$ cat config.mk
export PLATFORM = sky130hd
export DESIGN_NAME = bbs_bit_packer
export DESIGN_NICKNAME = d
export VERILOG_FILES = /design/src/rtl/bbs_pkg.sv /design/src/rtl/bbs_word_fifo.sv /design/src/rtl/bbs_bit_packer.sv
export SDC_FILE = /design/constraint.sdc
export NUM_CORES = 1
export LEC_CHECK = 0
export BUFFER_PORTS_ARGS = -buffer_cell sky130_fd_sc_hd__buf_4
export CAP_MARGIN = 20
export CORE_AREA = 2 2 100 73
export CTS_BUF_LIST = sky130_fd_sc_hd__clkbuf_16
export DETAILED_ROUTE_END_ITERATION = 8
export DIE_AREA = 0 0 102 75
export PLACE_DENSITY = 0.82
export SYNTH_ARGS = -nofsm -noshare
export SYNTH_HDL_FRONTEND = slang
export SYNTH_HIERARCHICAL = 1
export SYNTH_SLANG_ARGS = --single-unit
$ cat constraint.sdc
create_clock -name clk -period 6.39 [get_ports clk]
set_input_delay 0.639 -clock clk [delete_from_list [all_inputs] [get_ports clk]]
set_output_delay 0.639 -clock clk [all_outputs]
set_load 0.005 [all_outputs]
$ cat src/rtl/bbs_pkg.sv
// Shared constants and helpers for the BBS random bit pipeline.
package bbs_pkg;

    // Default output word width of the packer.
    localparam int BBS_W = 16;

    // Default Blum Blum Shub modulus used by the generator.
    localparam int BBS_M = 21209;

    // Word type at the default width.
    typedef logic [BBS_W-1:0] bbs_word_t;

    // Width needed to index n items; never less than one bit.
    function automatic int cnt_width(input int n);
        return (n <= 2) ? 1 : $clog2(n);
    endfunction

endpackage

$ cat src/rtl/bbs_word_fifo.sv
// Small word FIFO: synchronous push/pop, async active-high reset.
// Full/empty come from an occupancy counter one bit wider than the pointers.
// A push while full is accepted only if a pop happens in the same cycle;
// otherwise it is ignored and the caller accounts for the lost word.
module bbs_word_fifo
    import bbs_pkg::*;
#(
    parameter int W     = BBS_W,
    parameter int DEPTH = 4
) (
    input  logic         clk,
    input  logic         reset,
    input  logic         push,
    input  logic         pop,
    input  logic [W-1:0] wdata,
    output logic         full,
    output logic         empty,
    output logic [W-1:0] head
);

    localparam int AW = cnt_width(DEPTH);

    logic [W-1:0]  mem_q [DEPTH];
    logic [AW-1:0] wr_ptr_q, wr_ptr_d;
    logic [AW-1:0] rd_ptr_q, rd_ptr_d;
    logic [AW:0]   count_q, count_d;
    logic          push_ok;
    logic          pop_ok;

    assign full  = (count_q == (AW+1)'(DEPTH));
    assign empty = (count_q == '0);
    // Head reads as zero while empty so the output is clean after reset.
    assign head  = empty ? '0 : mem_q[rd_ptr_q];

    // Next-state for pointers and occupancy; pointers wrap naturally.
    always_comb begin
        push_ok  = push && (!full || pop);
        pop_ok   = pop && !empty;
        wr_ptr_d = wr_ptr_q;
        rd_ptr_d = rd_ptr_q;
        count_d  = count_q;
        if (push_ok) begin
            wr_ptr_d = wr_ptr_q + AW'(1);
        end
        if (pop_ok) begin
            rd_ptr_d = rd_ptr_q + AW'(1);
        end
        case ({push_ok, pop_ok})
            2'b10:   count_d = count_q + (AW+1)'(1);
            2'b01:   count_d = count_q - (AW+1)'(1);
            default: count_d = count_q;
        endcase
    end

    // Pointer and occupancy registers.
    always_ff @(posedge clk or posedge reset) begin
        if (reset) begin
            wr_ptr_q <= '0;
            rd_ptr_q <= '0;
            count_q  <= '0;
        end else begin
            wr_ptr_q <= wr_ptr_d;
            rd_ptr_q <= rd_ptr_d;
            count_q  <= count_d;
        end
    end

    // Storage write; contents need no reset.
    always_ff @(posedge clk) begin
        if (push_ok) begin
            mem_q[wr_ptr_q] <= wdata;
        end
    end

endmodule

$ cat src/rtl/bbs_bit_packer.sv
// Packs the serial BBS bit stream MSB-first into W-bit words and buffers
// them for a ready/valid consumer. A flush drops the partial word so no
// word mixes bits from two seeds. Lost words are tracked by a sticky flag
// and a saturating counter.
//
// Output handshake: out_valid means out_word holds the FIFO head; a word
// transfers on any rising edge where out_valid and out_ready are both 1.
// While out_valid=1 and out_ready=0 the word is held; out_ready is ignored
// while empty, and a freshly pushed word is never bypassed to the output.
module bbs_bit_packer
    import bbs_pkg::*;
#(
    parameter int W     = BBS_W,
    parameter int DEPTH = 4,
    parameter int CW    = 8
) (
    input  logic                 clk,
    input  logic                 reset,
    input  logic                 in_valid,
    input  logic                 in_bit,
    input  logic                 flush,
    input  logic                 out_ready,
    input  logic                 clr_err,
    output logic                 out_valid,
    output logic [W-1:0]         out_word,
    output logic [$clog2(W)-1:0] bit_cnt,
    output logic                 overflow,
    output logic [CW-1:0]        drop_cnt
);

    localparam int BW = cnt_width(W);

    logic [W-1:0]  acc_q, acc_d;
    logic [BW-1:0] bit_cnt_q, bit_cnt_d;
    logic          overflow_q, overflow_d;
    logic [CW-1:0] drop_cnt_q, drop_cnt_d;

    logic          accept;
    logic          complete;
    logic [W-1:0]  word_next;
    logic          pop;
    logic          drop;
    logic          fifo_full;
    logic          fifo_empty;

    assign out_valid = !fifo_empty;
    assign bit_cnt   = bit_cnt_q;
    assign overflow  = overflow_q;
    assign drop_cnt  = drop_cnt_q;

    // Accumulate bits, detect word completion and update error tracking.
    always_comb begin
        accept     = in_valid && !flush;
        complete   = accept && (bit_cnt_q == BW'(W-1));
        word_next  = {acc_q[W-2:0], in_bit};
        pop        = out_valid && out_ready;
        drop       = complete && fifo_full && !pop;

        acc_d      = acc_q;
        bit_cnt_d  = bit_cnt_q;
        overflow_d = overflow_q;
        drop_cnt_d = drop_cnt_q;

        if (accept) begin
            acc_d = word_next;
        end

        // Flush beats accept, including on the would-be completing bit.
        if (flush) begin
            bit_cnt_d = '0;
        end else if (complete) begin
            bit_cnt_d = '0;
        end else if (accept) begin
            bit_cnt_d = bit_cnt_q + BW'(1);
        end

        // A drop in the same cycle as a clear leaves a fresh count of one.
        if (drop) begin
            overflow_d = 1'b1;
            if (clr_err) begin
                drop_cnt_d = CW'(1);
            end else if (drop_cnt_q != {CW{1'b1}}) begin
                drop_cnt_d = drop_cnt_q + CW'(1);
            end
        end else if (clr_err) begin
            overflow_d = 1'b0;
            drop_cnt_d = '0;
        end
    end

    // Packer state registers.
    always_ff @(posedge clk or posedge reset) begin
        if (reset) begin
            acc_q      <= '0;
            bit_cnt_q  <= '0;
            overflow_q <= 1'b0;
            drop_cnt_q <= '0;
        end else begin
            acc_q      <= acc_d;
            bit_cnt_q  <= bit_cnt_d;
            overflow_q <= overflow_d;
            drop_cnt_q <= drop_cnt_d;
        end
    end

    bbs_word_fifo #(
        .W     (W),
        .DEPTH (DEPTH)
    ) u_fifo (
        .clk   (clk),
        .reset (reset),
        .push  (complete),
        .pop   (pop),
        .wdata (word_next),
        .full  (fifo_full),
        .empty (fifo_empty),
        .head  (out_word)
    );

endmodule

==> results.toml <==
[outcome]
status = "complete, no violations"

[setup_path]
crit_path_start = "flush"
path_buf_inv = 3
crit_path_max_fanout = 18
worstSetupEndpointType = "flip-flop"
cp_slowest_stage_delay_ps = 710
worstPathCellList = "buf_4 > nand2b_1 > nor2_1 > o21a_4 > inv_1 > ha_1 > inv_1 > fa_1 > xor2_1 > nor2_1 > xor2_1"
crit_slowest_cell = "nand2b_1"
crit_type = "in2reg"
crit_family = "simple AND/OR/NAND/NOR gates"
startpoint_type = "input pin"
crit_required_ps = 6650
r2r_start = "u_fifo/count_q[0]"
crit_arrival_ps = 2930

[synthesis]
avgSynthCellArea_um2 = 16.4
yosys.area.top_type_share_pct = 46.4
mappedNetlistArea_um2 = 4140
synthesis.nets = 268
synthCells = 253
ys_types = 40
synth_seq_cells = 99
yosys-top-cells-area = "edfxtp_1, dfrtp_1, mux4_2"
yosys.area.top_type = "edfxtp_1"
ys_warn_count = 6
ys_seq_area_share_pct = 67.6

[detailed_routing]
wl_per_cell_um = 17.9
via_count = 2212
drt_pass1_iterations = 4
drt_iter0_drc = 107
drc = 0
routed_wl_um = 7030
postRouteAntennaNets = 0
viasPerCell = 5.63

[power]
pwr-share-seq_pct = 49.0
p_int_mw = 1.33
pwr-share-clk_pct = 26.5
swShare_pct = 27.0
p_leak_nw = 1.84
p_sw_mw = 0.491
p_comb_share_pct = 24.4
max-vdd-ir-drop_uv = 251
power_density_nw_per_um2 = 380

[floorplan]
core-area_um2 = 6630
io_pins = 37
start_util_pct = 62.4
dieWidth_um = 102
die_y_um = 75
die_area_um2 = 7650
floorplan.rows = 25

[timing]
period_minus_slack_ps = 2680
relSlewSlack_pct = 39.3
final.period_utilization_pct = 41.9
rsz0062_at_grt = "false"
setup_tns_ps = 0
finalSetupViolCount = 0
timing.fmax_mhz = 374
hold_ws_ps = 252
finClkSkew_ps = 5.19
hold_viol = 0
slew_violations = 0
worst_slew_pin_slew_ps = 911

[place]
routabilityCongestion = 0.801
placed_area_um2 = 4480
place_inst = 375
io_buffer_count = 36
dp_hpwl_um = 4510

[clocking]
post_cts_buffers = 0
worstSkewPairLatency_ps = 330
htree_num_levels = 3
root_buffer = "clkbuf_16"
hold_buffers = 0
cts_tree = "built"
cts_buffers = 9
cts.repair.resized = 0
path_clk_slew_ps = 60
clock_path_buffers = 2
cts_sinks = 99

[final_layout]
n_antenna_cell = 0
finalNonFillerCells = 393
nets = 309
nFillCells = 424
final_util_pct = 72.4
finalInstanceArea_um2 = 4800
area_delta_synth_final_pct = 16.0
drive_gt1_share_pct = 29.4

[grt]
gr-total-overflow = 0
grt_first_pass_wirelength_um = 10900
grt_usage_pct = 19.8
antenna_found_initial = 0
grt_max_degree = 29
grt_pass1_vias = 2066

[job]
maxCapViolations = 0

[worst_hold_path]
hold_class = "in2async"
-- cell usage in the layout, fill, tap and decap left out, types with 3 or more instances in the layout --
| master | instances |
|---|---|
| edfxtp_1 | 64 |
| buf_4 | 37 |
| dfrtp_1 | 35 |
| nor2b_1 | 21 |
| mux4_2 | 16 |
| mux2_2 | 15 |
| inv_1 | 13 |
| clkbuf_16 | 9 |
| nand2_1 | 8 |
| nor2_1 | 7 |
| a21oi_1 | 7 |
| ha_1 | 7 |
| nand3_1 | 5 |
| xor2_1 | 5 |
| o21ai_0 | 4 |
| nor3_1 | 4 |
| and2_1 | 4 |
| or3_1 | 3 |
-- cells in the mapped netlist (all sizes together) --
cell     n
a41oi    1
inv     12
mux4    16
o21a     1
nor2     7
a31oi    1
or3b     1
nor3     6
and4     2
nand3    5
nand2    8
o311ai   1
nor4     2
nand2b   2
a211oi   1
a311oi   1
a21oi    7
o31ai    1
edfxtp  64
nor2b   21
xor2     5
buf      7
or3      3
nand4    2
or4      1
mux2i    2
xnor2    2
nand3b   1
o21ai    4
dfrtp   35
ha       7
fa       1
mux2    17
and2     4
clkbuf   2
-- registers in the layout (all words and copies together) (netlist names) --
register	count
u_fifo/mem_q	64
u_fifo/wr_ptr_q	2
overflow	1
u_fifo/rd_ptr_q	2
u_fifo/count_q	3
drop_cnt	8
bit_cnt	4
acc_q	15
-- kinds of logic after synthesis --
| family | count (synthesis) | synth area share [%] |
|---|---|---|
| muxes | 35 | 13.9 |
| xor gates and xnor gates | 7 | 1.48 |
| buffers and inverters | 21 | 2.48 |
| DFF | 99 | 67.6 |
| AOI/OAI and AO/OA | 18 | 2.84 |
| and+or+nand+nor | 65 | 9.07 |
| adders and majority gates | 8 | 2.60 |
-- stage by stage --
stage | worst slack (ps) | total power [mW]
after detailed placement | 3430 | 1.34
after CTS | 3360 | 1.81
after floorplan | 3860 | 1.16
after global placement | 3540 | 1.32
after global routing | 3550 | 1.92
final | 3710 | 1.82
-- final timing paths --
kind | end | slack [ps] | depth (start not counted)
min in group clk | bit_cnt[0] | 490 | 2
hold reg to reg | drop_cnt[7] | 510 | 1
max in group asynchronous | acc_q[7] | 5580 | 3
setup reg to reg | u_fifo/count_q[2] | 3720 | 10
setup / recovery | u_fifo/count_q[2] | 3710 | 11
hold / removal | u_fifo/count_q[0] | 250 | 2
-- power by group through the flow --
stage / Sequential, mW / Clock [mW] / Combinational [mW]
3_3_place_gp: 0.927 / 0 / 0.389
2_1_floorplan: 0.849 / 0 / 0.313
4_1_cts: 0.922 / 0.491 / 0.401
3_5_place_dp: 0.935 / 0 / 0.400
5_1_grt: 0.909 / 0.517 / 0.490
6_report: 0.894 / 0.483 / 0.446
-- layout make-up --
| cell class | count | area [um2] | area share [%] |
|---|---|---|---|
| timing repair buffer | 39 | 333 | 6.93 |
| clock buffer | 9 | 225 | 4.69 |
| inverter | 12 | 45.0 | 0.938 |
| tap | 94 | 118 | 2.45 |
| sequential | 99 | 2800 | 58.3 |
| clock inverter | 7 | 45.0 | 0.938 |
| multi-input combinational | 133 | 1240 | 25.8 |
-- per-layer routing --
metal	track usage, %	up-vias	part of all wire (%)
met5	0	-	0
met4	8.15	0	0.44
met3	4.18	2	5.2
met2	28.6	63	45
met1	30.0	1111	49
li1	-	1036	-
No activity file was read; power rests on OpenSTA's default activity.
